==> config.mk <==
export PLATFORM = sky130hd
export DESIGN_NAME = cpu_datapath
export DESIGN_NICKNAME = d
export VERILOG_FILES = /design/src/rtl/cpu_datapath.sv
export SDC_FILE = /design/constraint.sdc
export NUM_CORES = 2
export LEC_CHECK = 0
export CAP_MARGIN = 10
export CELL_PAD_IN_SITES_DETAIL_PLACEMENT = 2
export CELL_PAD_IN_SITES_GLOBAL_PLACEMENT = 2
export CORE_MARGIN = 2
export CORE_UTILIZATION = 39
export DETAILED_ROUTE_END_ITERATION = 10
export GPL_ROUTABILITY_DRIVEN = 0
export HOLD_SLACK_MARGIN = 0.06
export PLACE_DENSITY = 0.91
export SYNTH_ARGS = -nofsm -noshare
export SYNTH_HDL_FRONTEND = slang
export SYNTH_SLANG_ARGS = --single-unit
==> constraint.sdc <==
create_clock -name Clock -period 37 [get_ports Clock]
set_clock_uncertainty 0.2 [all_clocks]
set_input_delay 7.4 -clock Clock [delete_from_list [all_inputs] [get_ports Clock]]
set_output_delay 7.4 -clock Clock [all_outputs]
set_load 0.05 [all_outputs]
==> src/rtl/cpu_datapath.sv <==
// Single-bus 32-bit CPU datapath: R0-R15, HI/LO, PC, MDR, INPORT, Y, 64-bit Z, MAR, IR.
// Optional macro DP_BUS_TAPS_EN exposes the BusMuxIn* register observation ports.
module cpu_datapath (
  input  logic        Clock,
  input  logic        R0in,  input logic R1in,  input logic R2in,  input logic R3in,
  input  logic        R4in,  input logic R5in,  input logic R6in,  input logic R7in,
  input  logic        R8in,  input logic R9in,  input logic R10in, input logic R11in,
  input  logic        R12in, input logic R13in, input logic R14in, input logic R15in,
  input  logic        HIin,
  input  logic        LOin,
  input  logic        PCin,
  input  logic        MDRin,
  input  logic        INPORTin,
  input  logic        Zin,
  input  logic        Yin,
  input  logic        MARin,
  input  logic        IRin,
  input  logic        AND,
  input  logic        R0out,  input logic R1out,  input logic R2out,  input logic R3out,
  input  logic        R4out,  input logic R5out,  input logic R6out,  input logic R7out,
  input  logic        R8out,  input logic R9out,  input logic R10out, input logic R11out,
  input  logic        R12out, input logic R13out, input logic R14out, input logic R15out,
  input  logic        HIout,
  input  logic        LOout,
  input  logic        ZHIout,
  input  logic        ZLOout,
  input  logic        PCout,
  input  logic        MDRout,
  input  logic        INPORTout,
  input  logic        Zout,
  input  logic        Yout,
  input  logic        Read,
  input  logic        IncPC,
  input  logic [31:0] Mdatain,
  output logic [31:0] busMuxOut,
  output logic [4:0]  encoderOut,
`ifdef DP_BUS_TAPS_EN
  output logic [31:0] BusMuxInR0,  output logic [31:0] BusMuxInR1,
  output logic [31:0] BusMuxInR2,  output logic [31:0] BusMuxInR3,
  output logic [31:0] BusMuxInR4,  output logic [31:0] BusMuxInR5,
  output logic [31:0] BusMuxInR6,  output logic [31:0] BusMuxInR7,
  output logic [31:0] BusMuxInR8,  output logic [31:0] BusMuxInR9,
  output logic [31:0] BusMuxInR10, output logic [31:0] BusMuxInR11,
  output logic [31:0] BusMuxInR12, output logic [31:0] BusMuxInR13,
  output logic [31:0] BusMuxInR14, output logic [31:0] BusMuxInR15,
  output logic [31:0] BusMuxInHI,
  output logic [31:0] BusMuxInLO,
  output logic [31:0] BusMuxInZhi,
  output logic [31:0] BusMuxInZlo,
  output logic [31:0] BusMuxInPC,
  output logic [31:0] BusMuxInMDR,
  output logic [31:0] BusMuxInInport,
  output logic [31:0] BusMuxInY,
`endif
  input  logic        Clear
);

  logic [31:0] r_gpr [16];
  logic [31:0] r_hi, r_lo, r_pc, r_mdr, r_inport, r_y;
  logic [63:0] r_z;
  logic [31:0] MAR, IR;

  logic [15:0] w_gpr_in;
  logic [23:0] w_src;
  logic [4:0]  w_enc;
  logic [31:0] w_bus;
  logic [63:0] w_z_next;

  assign w_gpr_in = {R15in, R14in, R13in, R12in, R11in, R10in, R9in, R8in,
                     R7in,  R6in,  R5in,  R4in,  R3in,  R2in,  R1in, R0in};
  assign w_src = {Yout, INPORTout, MDRout, PCout, (ZLOout | Zout), ZHIout, LOout, HIout,
                  R15out, R14out, R13out, R12out, R11out, R10out, R9out, R8out,
                  R7out,  R6out,  R5out,  R4out,  R3out,  R2out,  R1out, R0out};

  // Descending scan so the lowest asserted code is the last one written.
  always_comb begin
    w_enc = 5'd31;
    for (int i = 23; i >= 0; i--) begin
      if (w_src[i]) w_enc = 5'(i);
    end
  end

  always_comb begin
    case (w_enc)
      5'd16:   w_bus = r_hi;
      5'd17:   w_bus = r_lo;
      5'd18:   w_bus = r_z[63:32];
      5'd19:   w_bus = r_z[31:0];
      5'd20:   w_bus = r_pc;
      5'd21:   w_bus = r_mdr;
      5'd22:   w_bus = r_inport;
      5'd23:   w_bus = r_y;
      default: w_bus = w_enc[4] ? 32'h0000_0000 : r_gpr[w_enc[3:0]];
    endcase
  end

  always_comb begin
    if (AND)        w_z_next = {32'h0000_0000, r_y & w_bus};
    else if (IncPC) w_z_next = {32'h0000_0000, w_bus + 32'd1};
    else            w_z_next = {32'h0000_0000, w_bus};
  end

  always_ff @(posedge Clock or posedge Clear) begin
    if (Clear) begin
      for (int i = 0; i < 16; i++) r_gpr[i] <= 32'h0000_0000;
      r_hi     <= 32'h0000_0000;
      r_lo     <= 32'h0000_0000;
      r_pc     <= 32'h0000_0000;
      r_mdr    <= 32'h0000_0000;
      r_inport <= 32'h0000_0000;
      r_y      <= 32'h0000_0000;
      r_z      <= 64'h0;
      MAR      <= 32'h0000_0000;
      IR       <= 32'h0000_0000;
    end else begin
      for (int i = 0; i < 16; i++) begin
        if (w_gpr_in[i]) r_gpr[i] <= w_bus;
      end
      if (HIin)     r_hi     <= w_bus;
      if (LOin)     r_lo     <= w_bus;
      if (PCin)     r_pc     <= w_bus;
      if (MDRin)    r_mdr    <= Read ? Mdatain : w_bus;
      if (INPORTin) r_inport <= w_bus;
      if (Yin)      r_y      <= w_bus;
      if (Zin)      r_z      <= w_z_next;
      if (MARin)    MAR      <= w_bus;
      if (IRin)     IR       <= w_bus;
    end
  end

  assign busMuxOut  = w_bus;
  assign encoderOut = w_enc;

`ifdef DP_BUS_TAPS_EN
  assign BusMuxInR0  = r_gpr[0];  assign BusMuxInR1  = r_gpr[1];
  assign BusMuxInR2  = r_gpr[2];  assign BusMuxInR3  = r_gpr[3];
  assign BusMuxInR4  = r_gpr[4];  assign BusMuxInR5  = r_gpr[5];
  assign BusMuxInR6  = r_gpr[6];  assign BusMuxInR7  = r_gpr[7];
  assign BusMuxInR8  = r_gpr[8];  assign BusMuxInR9  = r_gpr[9];
  assign BusMuxInR10 = r_gpr[10]; assign BusMuxInR11 = r_gpr[11];
  assign BusMuxInR12 = r_gpr[12]; assign BusMuxInR13 = r_gpr[13];
  assign BusMuxInR14 = r_gpr[14]; assign BusMuxInR15 = r_gpr[15];
  assign BusMuxInHI     = r_hi;
  assign BusMuxInLO     = r_lo;
  assign BusMuxInZhi    = r_z[63:32];
  assign BusMuxInZlo    = r_z[31:0];
  assign BusMuxInPC     = r_pc;
  assign BusMuxInMDR    = r_mdr;
  assign BusMuxInInport = r_inport;
  assign BusMuxInY      = r_y;
`endif

endmodule

==> flow_metrics.env <==
export IMPL_worstSetupEndpointType="output pin"
export IMPL_grt_overflow_total=0
export IMPL_min_to="r_gpr[289]"
export IMPL_grt_pass1_vias=39000
export IMPL_max_stage_delay_ns=0.96
export IMPL_clock_latency_ns=0.67
export IMPL_ys_flop_type="dfrtp_1"
export IMPL_timing_reg2reg_setup_slack_ns=31.32
export IMPL_worstRegToRegCells=11
export IMPL_start_util=0.392
export IMPL_relSlewSlack=0.0828
export IMPL_setup_tns_ns=0
export IMPL_synth_seq_cells=736
export IMPL_dp_cells=4795
export IMPL_r2r_end="r_z[24]"
export IMPL_timing_max_cap_violations=0
export IMPL_ys_async_sr_fraction=1.00
export IMPL_clockRootBuffer="clkbuf_16"
export IMPL_grt_use_met2=0.635
export IMPL_worst_hold_startpoint="r_gpr[289]"
export IMPL_antenna_left=0
export IMPL_top_usage_layer="met2"
export IMPL_numPortBuffers=121
export IMPL_cts_max_level=3
export IMPL_drt_total_wl_um=187000
export IMPL_worstReg2RegStart="r_gpr[291]"
export IMPL_drv_slew=0
export IMPL_num_io_pins=124
export IMPL_syn_num_nets=3841
export IMPL_synth_edf_count=0
export IMPL_cts_buffer_depth=3
export IMPL_track_usage=0.407
export IMPL_drc=0
export IMPL_wl_per_cell_um=37.7
export IMPL_clk_pin_slew_worst_paths_ns=0.06
export IMPL_finalCritPeriodShare=0.595
export IMPL_via_count=35100
export IMPL_synth_area_um2=34500
export IMPL_fin_cells=4950
export IMPL_ctsResizeCount=0
export IMPL_core_area_um2=88100
export IMPL_final_area_um2=39500
export IMPL_placed_cell_area_um2=36700
export IMPL_ys_seq_area_frac=0.534
export IMPL_hold_depth=1
export IMPL_rsz0062_at_grt="false"
export IMPL_dieArea_um2=90900
export IMPL_post_cts_buffers=0
export IMPL_final_hold_violation_count=0
export IMPL_vdd_drop_max_v=0.0000481
export IMPL_period_minus_slack_ns=22.00
export IMPL_area_growth_syn_to_layout_pct=14.4
export IMPL_die_h_um=301
export IMPL_dr_pass1_iters=6
export IMPL_hold_class="flip-flop to flip-flop"
export IMPL_syn_inst=3753
export IMPL_cts_buffers=80
export IMPL_viasPerCell=7.09
export IMPL_worstPathArrival_ns=14.40
export IMPL_p_leak_nw=15.9
export IMPL_first_iter_violations=4821
export IMPL_die_width_um=301
export IMPL_finalSetupViolations=0
export IMPL_crit_fanout=32
export IMPL_detailed_place_hpwl_um=95900
export IMPL_cts_hold_buf=0
export IMPL_clock_sinks=736
export IMPL_num_rows=109
export IMPL_grt_util_met1=0.470
export IMPL_ys_types=88
export IMPL_status="completed"
export IMPL_cts_tree="done"
export IMPL_worst_pin_slew_ns=1.38
export IMPL_syn_mean_instance_area_um2=9.20
export IMPL_drive_gt1_frac=0.114
export IMPL_grtUsageMet3=0.122
export IMPL_p_per_area_nw_per_um2=70.2
export IMPL_grt_pass1_wl_um=273000
export IMPL_nets=3803
export IMPL_layout_common_cells="a21oi_1, dfrtp_1, nor2_1, nand2_1, buf_4"
export IMPL_hold_ws_ns=0.312
export IMPL_path_class="input pin to output pin"
export IMPL_grt_max_degree=160
export IMPL_fmax_ghz=0.0454
export IMPL_antenna_found_initial=10
export IMPL_cp_cell_sequence="clkdlybuf4s50_1 -> or4_4 -> a21o_1 -> or2_4 -> inv_4 -> buf_4 -> o21ai_1 -> buf_4 -> nor2_1 -> o21ai_0 -> o311ai_0 -> o211a_1 -> inv_1 -> clkdlybuf4s50_1"
export IMPL_total_power_mw=2.77
export IMPL_cp_required_ns=29.40
export IMPL_critPathLaunchType="input pin"
export IMPL_crit_path_top_delay_cell="o211a_1"
export IMPL_yosys_warnings=0
-- how the worst max path moves through the flow --
stage	depth (start not counted)	from	to	slack (ns)
final	14	R3out	busMuxOut[29]	15.00
after global routing	14	R3out	busMuxOut[29]	15.15
after CTS	14	R3out	busMuxOut[29]	15.34
after detailed placement	14	R3out	busMuxOut[29]	15.48
after global placement	14	R3out	busMuxOut[29]	15.58
after floorplan	1	Clear	r_gpr[0]	8.75
-- registers in the layout, indices dropped and copies added (netlist names) --
signal,flops
r_hi,32
r_mdr,32
r_inport,32
r_z,32
r_gpr,512
r_pc,32
r_y,32
r_lo,32
-- critical path: cells and delay by family --
family                 cells  cell delay [ns]
AOI/OAI and AO/OA          5             1.97
buffers and inverters      6             3.14
and+or+nand+nor            3             1.76
-- through the flow --
stage,setup slack [ns],util
6_report,15.00,0.448
5_1_grt,15.15,0.448
4_1_cts,15.34,0.447
3_5_place_dp,15.48,0.416
3_3_place_gp,15.58,0.416
2_1_floorplan,8.75,-
-- kinds of logic (layout without fill, tap and decap cells) --
logic type / count (synthesis) / count (layout) / synth area share
simple gates: 1246 / 1246 / 0.154
compound gates: 1167 / 1167 / 0.202
flops: 736 / 736 / 0.534
buf+inv: 412 / 436 / 0.0513
mux: 190 / 190 / 0.0585
fa+ha+maj: 1 / 1 / 0.000362
xor+xnor: 1 / 1 / 0.000254
other cells: 0 / 8 / 0
-- cell type report --
class,count,area (µm²)
diodes,8,20.0
clock buffers,121,2390
clock inverters,23,363
fillers,9167,48600
inverters,55,219
multi-input cells,2605,14600
flip-flops and latches,736,18400
well taps,1165,1460
repair buffers,237,2010
-- synthesized netlist by cell type, types with 8 or more instances --
cell type,number,share of area
nand2_1,289,0.031
a21oi_1,738,0.11
and3_1,29,0.0053
a22oi_1,22,0.0048
o221ai_1,12,0.0030
o2111ai_1,11,0.0028
mux2_2,93,0.030
clkbuf_1,247,0.027
buf_2,44,0.0064
nor2_1,710,0.077
buf_6,14,0.0046
nor4_1,25,0.0045
nand4_1,19,0.0034
a221oi_1,18,0.0046
o21ai_0,88,0.013
buf_4,16,0.0035
o211a_1,11,0.0032
a211oi_1,34,0.0074
a31oi_1,44,0.0080
inv_1,50,0.0054
o211ai_1,27,0.0059
a311oi_1,15,0.0038
a221o_1,16,0.0046
nand3_1,82,0.012
nor3_1,27,0.0039
o311a_1,9,0.0026
buf_1,36,0.0039
a2111oi_0,8,0.0020
o22ai_1,9,0.0016
or3_1,9,0.0016
or4_1,10,0.0022
mux2i_1,97,0.028
o21a_1,17,0.0037
dfrtp_1,736,0.53
-- power breakdown --
| part | leakage (nW) | total (mW) | switching [mW] | internal (mW) |
|---|---|---|---|---|
| logic | 6.69 | 0.705 | 0.493 | 0.212 |
| registers | 7.85 | 1.18 | 0.171 | 1.01 |
| clock network | 1.36 | 0.891 | 0.382 | 0.509 |
-- layer usage --
metal,up-vias,wire [µm]
met2,2954,85600
met5,-,174
met4,12,16000
met1,17900,65700
met3,1153,19400
li1,13100,-
Note: power is estimated with default switching activity, not from simulation.
